File: src/rtl/mul4b_seq_ctrl.sv
// Sequential 4x4 unsigned multiplier. One shared bloque_mul4b row is reused
// over four cycles, consuming one multiplier bit per cycle.
//
// state | meaning
// IDLE  | waiting for start; P holds the last product
// RUN   | row evaluated for cnt=0..3, partial sum and low bits registered
// DONE  | one-cycle done pulse, P valid

module bloque_mul4b (
    input  logic [3:0] X,
    input  logic       Y,
    input  logic [2:0] Sx,
    input  logic       Si,
    output logic [3:0] So,
    output logic       Co
);
    logic [3:0] w_pp;
    logic [4:0] w_c;

    assign w_pp   = X & {4{Y}};
    assign w_c[0] = 1'b0;

    // Ripple of full adders: incoming partial sum {Si, Sx} plus X gated by Y
    always_comb begin
        So = '0;
        for (int i = 0; i < 4; i++) begin
            if (i < 3) begin
                So[i] = Sx[i] ^ w_pp[i] ^ w_c[i];
            end else begin
                So[i] = Si ^ w_pp[i] ^ w_c[i];
            end
        end
    end

    assign w_c[1] = (Sx[0] & w_pp[0]) | (w_c[0] & (Sx[0] ^ w_pp[0]));
    assign w_c[2] = (Sx[1] & w_pp[1]) | (w_c[1] & (Sx[1] ^ w_pp[1]));
    assign w_c[3] = (Sx[2] & w_pp[2]) | (w_c[2] & (Sx[2] ^ w_pp[2]));
    assign w_c[4] = (Si    & w_pp[3]) | (w_c[3] & (Si    ^ w_pp[3]));
    assign Co     = w_c[4];
endmodule

module mul4b_seq_ctrl (
    input  logic       clk,
    input  logic       rst_n,
    input  logic       start,
    input  logic [3:0] A,
    input  logic [3:0] B,
    output logic       busy,
    output logic       done,
    output logic [7:0] P
);
    typedef enum logic [1:0] {
        IDLE = 2'd0,
        RUN  = 2'd1,
        DONE = 2'd2
    } state_t;

    state_t     r_state;
    state_t     w_state_nxt;
    logic [3:0] r_a;
    logic [3:0] r_b;
    logic [3:0] r_hi;
    logic [3:0] r_lo;
    logic [1:0] r_cnt;
    logic [7:0] r_p;
    logic       w_load;
    logic       w_y;
    logic [3:0] w_so;
    logic       w_co;

    assign w_y = r_b[r_cnt];

    bloque_mul4b u_row (
        .X  (r_a),
        .Y  (w_y),
        .Sx (r_hi[2:0]),
        .Si (r_hi[3]),
        .So (w_so),
        .Co (w_co)
    );

    always_ff @(posedge clk or negedge rst_n) begin
        if (!rst_n) begin
            r_state <= IDLE;
        end else begin
            r_state <= w_state_nxt;
        end
    end

    // The DONE exit edge doubles as the earliest accept point, so a held
    // start re-triggers every 5 cycles; start seen during RUN is dropped.
    always_comb begin
        w_state_nxt = r_state;
        w_load      = 1'b0;
        case (r_state)
            IDLE: begin
                if (start) begin
                    w_state_nxt = RUN;
                    w_load      = 1'b1;
                end
            end
            RUN: begin
                if (r_cnt == 2'd3) begin
                    w_state_nxt = DONE;
                end
            end
            DONE: begin
                if (start) begin
                    w_state_nxt = RUN;
                    w_load      = 1'b1;
                end else begin
                    w_state_nxt = IDLE;
                end
            end
            default: begin
                w_state_nxt = IDLE;
            end
        endcase
    end

    always_ff @(posedge clk or negedge rst_n) begin
        if (!rst_n) begin
            r_a   <= '0;
            r_b   <= '0;
            r_hi  <= '0;
            r_lo  <= '0;
            r_cnt <= '0;
            r_p   <= '0;
        end else if (w_load) begin
            r_a   <= A;
            r_b   <= B;
            r_hi  <= '0;
            r_lo  <= '0;
            r_cnt <= '0;
        end else if (r_state == RUN) begin
            r_hi  <= {w_co, w_so[3:1]};
            r_lo  <= {w_so[0], r_lo[3:1]};
            r_cnt <= r_cnt + 2'd1;
            if (r_cnt == 2'd3) begin
                r_p <= {w_co, w_so[3:1], w_so[0], r_lo[3:1]};
            end
        end
    end

    assign busy = (r_state != IDLE);
    assign done = (r_state == DONE);
    assign P    = r_p;
endmodule
File: config.mk
export PLATFORM = sky130hd
export DESIGN_NAME = mul4b_seq_ctrl
export DESIGN_NICKNAME = d
export VERILOG_FILES = /design/src/rtl/mul4b_seq_ctrl.sv
export SDC_FILE = /design/constraint.sdc
export NUM_CORES = 1
export LEC_CHECK = 0
export CORE_ASPECT_RATIO = 0.75
export CORE_MARGIN = 8
export CORE_UTILIZATION = 40
export CTS_CLUSTER_SIZE = 40
export DETAILED_ROUTE_END_ITERATION = 8
export GPL_TIMING_DRIVEN = 0
export SETUP_SLACK_MARGIN = 0.1
export SYNTH_ARGS = -nofsm -noshare
export SYNTH_HDL_FRONTEND = slang
export SYNTH_SLANG_ARGS = --single-unit
File: constraint.sdc
create_clock -name clk -period 8.12 [get_ports clk]
set_clock_uncertainty 0.05 [all_clocks]
set_input_delay 2.436 -clock clk [delete_from_list [all_inputs] [get_ports clk]]
set_output_delay 2.436 -clock clk [all_outputs]
set_load 0.005 [all_outputs]
Yosys cells after proc, flatten, opt, wreduce, memory -nomap -nowiden:

Index checks and enable logic that the tools add are counted.

* logic and storage cells: 53
* output and inout bits: 10
* register bits: 28
* bits of input ports: 11

* reduce and logical (&&, ||, !) cells: 6
* muxes and demuxes: 14
* $lt $le $gt $ge: 1
* bitwise operators: 19
* $add $sub $neg: 1
* equality and inequality tests: 5

Operator list (number)
* 2-to-1 mux 4 bit: 4
* 2-to-1 mux 2 bit: 4
* AND 1 bit: 7
* XOR 1 bit: 7
* one-hot mux 2 bit (3 select lines): 1
* AND 4 bit: 1
* == test 2 bit, second input constant: 2
* 2-to-1 mux 1 bit: 4
* nonzero test 2 bit: 2
* less-than comparator 2 x 3 -> 1 bit, second input constant: 1
* OR 1 bit: 3
* AND reduction 3 bit: 1
* adder 2 x 1 -> 2 bit, second input constant: 1
* binary-select mux 1 bit (select 2 bit): 1
* == test 2 x 1 -> 1 bit, second input constant: 1
* zero test 2 bit: 1
* inequality test 2 x 1 -> 1 bit, second input constant: 1
* inequality test 2 bit, second input constant: 1
* AND reduction 2 bit: 1
* OR reduction 2 bit: 1
* inverter 1 bit: 1

Depth between registers and ports, before layout:

Gate-level depths: netlist of run 1.

* depth after elaboration: 12
* gate-level depth with buffers: 9
* gate-level depth less buffers: 9

By module:

Synthesis of run 1 repeated with hierarchy kept, for this count alone.

* cells, all modules: 90
* area, all modules: 1311.3 um^2

Modules (own cells, without submodules)
* mul4b_seq_ctrl: seq. area each 675.6 um^2, instances 1, cells each 74, area each 1188.6 um^2
* bloque_mul4b: seq. area each 0.0 um^2, instances 1, cells each 16, area each 122.6 um^2

Worst setup path before layout of run 1:

OpenSTA, ideal clock, no wires.

* kind: register to output
* start: register r_state[0]
* end: output port busy
* path buffers: 1
* path slack: 4.785 ns
* required time: 5.634 ns
* arrival: 0.849 ns
* stages on the path, launching flop included: 3
* cell sequence: dfrtp_1 -> buf_2 -> or2_2

* word-level cells in the longest chain between the ends: 1

RTL lines
* start, declared: RTL line 58 `state_t r_state;`
* start signal, assigned: RTL line 86 `r_state <= w_state_nxt;`
* nonzero test 2 bit: RTL line 145 `assign busy = (r_state != IDLE);`
* end, declared: RTL line 48 `output logic busy,`

Every way passes these cells.

Worst setup path in the final report of run 1:

* start: register r_state[1]
* end: output port busy

The elaborated chain is that of the path after synthesis.

==> metrics.md, run 1 <==
| Metric | Value |
|---|---|
| Cell family with most CP delay | buffers and inverters |
| Fin util | between 50% and 60% |
| Die Y | between 60 and 70 µm |
| PD cells | 368.0 nW/µm² |
| Crit path largest cell delay | around 0.46 ns |
| Clk Latency, worst-skew pair | approximately 0.27 ns |
| Critical Path Fanout Max | 10 |
| Vias in the first global route | 782 |
| Core Region | roughly 2900 µm² |
| Gpl congestion | ~0.67 |
| Fillers | about 280 |
| Synth unique cells | 23 |
| Total of max-cap violations | 0 |
| Initial antenna violation count | 0 |
| Syn Inst Count | 90 |
| Total Power | between 0.5 and 0.6 mW |
| Die boundary width | 80.03 µm |
| Worst-path clk slew | ~0.09 ns |
| ANT nets after route | 0 |
| Buf/Inv on CP | 2 |
| Yosys warns | 0 |
| Max Freq | ~240 MHz |
| Leak | approximately 0.7 nW |
| Nature of the critical path endpoint | primary output |
| Clock Tree Buf Depth | 2 |
| Arrival @ worst endpoint | 1.67 ns |
| Root Driver | clkbuf_8 |
| Final Cycle Share | between 50% and 60% |
| Postcts setup bufs | 0 |
| Status | completed |
| First-pass GRT wire length | 3836 µm |
| Sequential area share after synthesis | about 55% |
| Remaining global-route overflow | 0 |
| Final Setup Violations | 0 |
| Area growth, synth to finish | 23.80% |
| CP Cell Sequence | buf_2 -> or2_2 -> clkdlybuf4s50_1 |
| Via count | between 700 and 800 |
| Final hold vios | 0 |
| Worst-case vdd ir drop | about 0.00017 V |
| Placement Rows | 17 |
| Area taken by multi-input logic gates | around 500 µm² |
| TritonCTS clock tree | built |
| Pin count of the biggest net entering global routing | 28 |
| Post-Syn Area per Cell | around 14 µm² |
| Die ar. | roughly 5100 µm² |
| Starting Density | 41.90% |
| Slew Viols, Final | 0 |
| RSZ-0062 raised after global routing | no |
| GRT Total Usage | under 10% |
| Crit path required time | around 5.6 ns |
| Hold Crit Class | reg -> reg |
| Sinks on Clock Net | 27 |
| Setup TNS | 0 ns |
| CTS Buf Count | 3 |
| Kind of critical path | reg -> out |
| Routed wire per std cell | 14.09 µm |
| Post-DP HPWL | 1643 µm |
| Post-Syn Area | 1230 µm² |
| Resize count post-CTS | 0 |
| Reg area | approximately 680 µm² |
| Worst setup SP type | flip-flop |
| Pre-antenna DRT Iters | 4 |
| # nets final | between 100 and 150 |
| Syn nets | roughly 110 |
| Residual DRC | 0 |
| Vias per cell | a little under 5 |
| Total wire length | approximately 2100 µm |
| Worst hold slack | roughly 0.44 ns |
| Iter 0 DRT Violations | 21 |
| Num ports | 21 |
| Layout cells sized above 1 | between 10 and 15% |
| CP max-delay cell | dfrtp_1 |
| Post-route minimum period | about 4.2 ns |
| Slew @ Worst Pin | around 1.2 ns |
| Max transition margin | a little over a fifth |
| Diodes inserted | 0 |
| Cts hold-fix bufs | 0 |
| Register bit total from synthesis | 27 |
| Port Buf Inserts | 20 |
| H-tree levels | 1 |
[state kept, by name, indices dropped and copies added (netlist names)]
| register | flops |
|---|---|
| P | 8 |
| r_a | 4 |
| r_b | 4 |
| r_hi | 4 |
| r_lo | 3 |
| r_cnt | 2 |
| r_state | 2 |
[synthesized netlist by cell type]
library cell / n / area, µm²
nand2b_1: 1 / 6.260
mux4_2: 1 / 22.52
dfrtp_1: 27 / 675.7
nand3b_1: 1 / 7.510
nand2_1: 7 / 26.28
or2_2: 1 / 6.260
ha_1: 2 / 25.02
mux2_4: 3 / 45.04
o21bai_1: 1 / 7.510
a22o_1: 7 / 61.31
buf_6: 1 / 11.26
mux2_1: 11 / 123.9
o21ai_1: 3 / 15.01
a21o_1: 1 / 7.510
mux2_2: 4 / 45.04
o2bb2ai_1: 1 / 8.760
inv_1: 4 / 15.01
buf_2: 3 / 15.01
nor2_1: 1 / 3.750
and2_1: 2 / 12.51
o21ai_0: 2 / 10.01
nor2b_1: 3 / 18.77
fa_1: 3 / 60.06
[worst paths after layout]
path | cells past startpoint | slack (ns) | start | end
setup / recovery | 3 | 3.97 | r_state[1] | busy
hold / removal | 1 | 0.44 | r_a[3] | r_a[3]
setup reg to reg | 9 | 5.31 | r_cnt[0] | r_hi[2]
hold reg to reg | 1 | 0.44 | r_a[3] | r_a[3]
max in group asynchronous | 1 | 4.58 | rst_n | r_a[2]
min in group asynchronous | 1 | 2.74 | rst_n | r_lo[2]
[where the power goes]
| part | internal [mW] | total [mW] | switching (mW) |
|---|---|---|---|
| sequential | 0.193 | 0.231 | 0.0372 |
| clock | 0.0351 | 0.0732 | 0.0381 |
| combinational | 0.154 | 0.257 | 0.103 |
| total | 0.382 | 0.560 | 0.178 |
[worst register-to-register path, cell delays in order (launching register included)]
cell,delay (ns)
dfrtp_1,0.41
mux4_2,0.57
and2_1,0.19
ha_1,0.18
fa_1,0.35
inv_1,0.07
fa_1,0.17
fa_1,0.44
o21ai_0,0.18
a22o_1,0.15
[cells in the final DEF, fill, tap and decap left out]
cell type        instances
clkbuf_1                 1
clkdlybuf4s50_1         20
mux4_2                   1
clkbuf_8                 3
nand3b_1                 1
o21ai_0                  2
nand2_1                  7
dfrtp_1                 27
o21bai_1                 1
ha_1                     2
inv_1                    4
mux2_4                   3
nor2b_1                  3
buf_2                    3
nand2b_1                 1
o21ai_1                  3
fa_1                     3
nor2_1                   1
and2_1                   2
mux2_2                   4
buf_6                    1
mux2_1                  11
or2_2                    1
a22o_1                   7
o2bb2ai_1                1
a21o_1                   1
[cell families after synthesis]
logic type,Yosys count,synth area share (%)
mux,19,19.23
simple gates,16,6.613
fa+ha+maj,5,6.917
flops,27,54.93
compound gates,15,8.953
buf+inv,8,3.356
[through the flow]
stage                     setup slack (ns)  instances  instance area (µm²)
final                                3.969        152                 1523
after detailed placement             4.168        148                 1478
after floorplan                      4.785         90                 1230
after global routing                 3.907        152                 1523
after CTS                            3.964        152                 1523
after global placement               4.172        148                 1478
[per-layer routing]
| metal | share of wire (%) | vias up | GRT usage, % |
|---|---|---|---|
| li1 | - | 359 | - |
| met1 | 47 | 375 | 12.02 |
| met2 | 48 | 12 | 14.50 |
| met3 | 4.9 | 2 | 3.492 |
| met4 | 0.75 | 0 | 2.036 |
| met5 | 0 | - | 0 |
[final cells by class]
type / count / area share, %
Multi-Input combinational cell: 55 / 33.69
Buffer: 4 / 1.726
Clock buffer: 4 / 2.958
Tap cell: 38 / 3.122
Inverter: 4 / 0.9860
Timing Repair Buffer: 20 / 13.15
Sequential cell: 27 / 44.37
(Power assumes the default switching activity.)
==> run 2, diff against run 1 <==
==> constraint.sdc (replaced) <==
create_clock -name clk -period 4.3 [get_ports clk]
set_clock_uncertainty 0.05 [all_clocks]
set_input_delay 1.29 -clock clk [delete_from_list [all_inputs] [get_ports clk]]
set_output_delay 1.29 -clock clk [all_outputs]
set_load 0.005 [all_outputs]
==> results of run 2 <==
The final DEF is identical to that of run 1. Status: completed.
Main changes from that run: setup slack after placement 4.168 ns -> 1.474 ns; setup slack after layout 3.969 ns -> 1.295 ns; register-to-register setup slack 5.31 ns -> 1.49 ns; total power 0.5604 mW -> 1.058 mW; worst IR drop on VDD 0.0001704 V -> 0.0003218 V
==> run 3, diff against run 2 <==
==> constraint.sdc (replaced) <==
create_clock -name clk -period 2.9 [get_ports clk]
set_clock_uncertainty 0.05 [all_clocks]
set_input_delay 0.87 -clock clk [delete_from_list [all_inputs] [get_ports clk]]
set_output_delay 0.87 -clock clk [all_outputs]
set_load 0.005 [all_outputs]
==> run 3 against run 2 <==
  * First-iteration DRC count increased by 9.5%
  * Register-to-register slack got worse by 1.3 ns
  * Setup slack got worse by 1.1 ns
  * Die area unchanged
  * Non-clock buffer count increased by 2
  * Critical path type is now reg -> reg
  * Sequential share of layout area decreased by 1.0 points
  * Sequential cell count unchanged
  * Utilization increased by 1.2 points
  * Cell count increased by 1.3%
  * Sequential power increased by 48%
  * Critical path depth increased by 6
  * Highest routed layer unchanged
==> metrics.md, run 3 (synthesis gave the netlist of run 1 again) <==
| Metric | Value |
|---|---|
| Status | completed |
| Via count | around 750 |
| Cts hold-fix bufs | 0 |
| Die Y | 64.02 µm |
| Internal power | roughly 1.1 mW |
| Vias per cell | between 4 and 5 |
| Worst Setup EP | r_hi[2] |
| Post-route minimum period | approximately 2.7 ns |
| Leak | around 0.69 nW |
| Sequential share of power | 39.3% |
| Sinks on Clock Net | 27 |
| Gate power share | a little under half |
| Final Setup Violations | 0 |
| Final cell count without fillers | 154 |
| Die ar. | between 5000 and 6000 µm² |
| Crit path largest cell delay | between 0.5 and 0.6 ns |
| Clock Tree Buf Depth | 2 |
| Reg area | approximately 680 µm² |
| Diodes inserted | 0 |
| Max FFs per register | 8 |
| PD cells | around 1100 nW/µm² |
| GRT Total Usage | a little under a tenth |
| Total wire length | 2185 µm |
| CTS Buf Count | 3 |
| Final hold vios | 0 |
| TritonCTS clock tree | built |
| Sw frac | 31.87% |
| Iter 0 DRT Violations | 23 |
| Clock power frac | around an eighth |
| RSZ-0062 raised after global routing | no |
| Clk Latency, worst-skew pair | around 0.27 ns |
| Die boundary width | 80.03 µm |
| Setup TNS | 0 ns |
| First-pass GRT wire length | ~3800 µm |
| Root Driver | clkbuf_8 |
| Max Freq | between 300 and 400 MHz |
| Post-DP HPWL | 1643 µm |
| Cell family with most CP delay | adder cells |
| Remaining global-route overflow | 0 |
| Num ports | 21 |
| Nature of the critical path endpoint | flip-flop |
| Worst setup SP type | flip-flop |
| Reg2reg path depth | 9 |
| Layout cells sized above 1 | 19.83% |
| Hold Crit Class | reg -> reg |
| Placement Rows | 17 |
| Routed wire per std cell | approximately 14 µm |
| Reg-to-reg startpoint | r_cnt[0] |
| Fillers | between 200 and 300 |
| Port Buf Inserts | 20 |
| CP max-delay cell | mux4_2 |
| Max transition margin | a little over a fifth |
| Slew @ Worst Pin | roughly 1.2 ns |
| CP Cell Sequence | mux4_2 -> and2_4 -> ha_4 -> fa_2 -> inv_2 -> fa_2 -> fa_1 -> o21ai_1 -> a22o_1 |
| CP Launch Point | r_cnt[0] |
| Pin count of the biggest net entering global routing | 28 |
| Most frequent cells in the layout | dfrtp_1, clkdlybuf4s50_1, mux2_1 |
| Area taken by multi-input logic gates | roughly 530 µm² |
| Worst-case vdd ir drop | ~0.0005 V |
| Critical Path Fanout Max | 3 |
| Post-Place Cells | between 100 and 150 |
| Pre-antenna DRT Iters | 4 |
| H-tree levels | 1 |
| Post-route cell area | around 1600 µm² |
| Initial antenna violation count | 0 |
| Gpl congestion | 0.6729 |
| Slew Viols, Final | 0 |
| Cell repeated most along the worst path | fa_2 |
| Worst-path clk slew | 0.09 ns |
| ANT nets after route | 0 |
| Reg2reg end | r_hi[2] |
| Psw | 0.5242 mW |
| Arrival @ worst endpoint | 2.85 ns |
| Critical path depth | 9 |
| Residual DRC | 0 |
| Flop2flop setup slack | 0.21 ns |
| Cell Area, Placed | roughly 1500 µm² |
| Core Region | just under 3000 µm² |
| Vias in the first global route | roughly 780 |
| Kind of critical path | reg -> reg |
| # nets final | ~130 |
| Crit path required time | roughly 3.1 ns |
| Area growth, synth to finish | 26.65% |
| Starting Density | 41.90% |
| Buf/Inv on CP | 1 |
| Leading cell type in the layout, fill and taps excluded | dfrtp_1 |
| Final Cycle Share | slightly above 90% |
| Total of max-cap violations | 0 |
run 3: worst register-to-register path, stage by stage, from the launching register on:
cell	delay, ns
dfrtp_1	0.38
mux4_2	0.55
and2_4	0.17
ha_4	0.15
fa_2	0.35
inv_2	0.07
fa_2	0.20
fa_1	0.45
o21ai_1	0.14
a22o_1	0.14
run 3: what timing repair did:
item	4_1_cts	5_1_grt
endpoints found under the setup margin	1	1
pin swaps	0	6
buffers inserted	1	1
cloned	0	0
resized for setup	1	6
run 3: final cells by class:
type	count	share of cell area (%)
tap	38	3.052
inverter	4	0.9639
clock buffer	4	2.892
sequential	27	43.37
multi-input combinational	55	34.22
timing repair buffer	22	13.82
buffer	4	1.687
run 3: worst min path at each step:
stage	endpoint	startpoint	cells past startpoint
3_5_place_dp	r_b[2]	r_b[2]	1
6_report	r_b[2]	r_b[2]	1
4_1_cts	r_b[2]	r_b[2]	1
5_1_grt	r_hi[3]	r_hi[3]	1
3_3_place_gp	r_b[2]	r_b[2]	1
2_1_floorplan	r_a[0]	r_a[0]	1
run 3: layer usage:
layer	wire, µm	track usage, %	vias up
li1	-	-	363
met5	0	0	-
met1	1007	12.02	370
met2	1050	14.50	14
met4	16	2.036	0
met3	111	3.492	2
run 3: power by group through the flow:
stage                     registers, mW  logic, mW  clock network, mW
after floorplan                   0.632      0.492                  0
after global placement            0.648      0.718                  0
after detailed placement          0.657      0.735                  0
after CTS                         0.646      0.753              0.215
after global routing              0.673      0.885              0.232
final                             0.647      0.790              0.208
run 3: per-stage QoR:
stage / hold slack (ns) / setup slack [ns] / utilization, % / total power [mW]
after floorplan: 0.3989 / 0.2382 / - / 1.124
final: 0.4398 / 0.2068 / 53.07 / 1.645
after CTS: 0.4433 / 0.1332 / 52.13 / 1.613
after global routing: 0.4662 / 0.08606 / 53.07 / 1.790
after global placement: 0.4115 / 0.07790 / 50.34 / 1.365
after detailed placement: 0.4232 / 0.07357 / 50.34 / 1.392
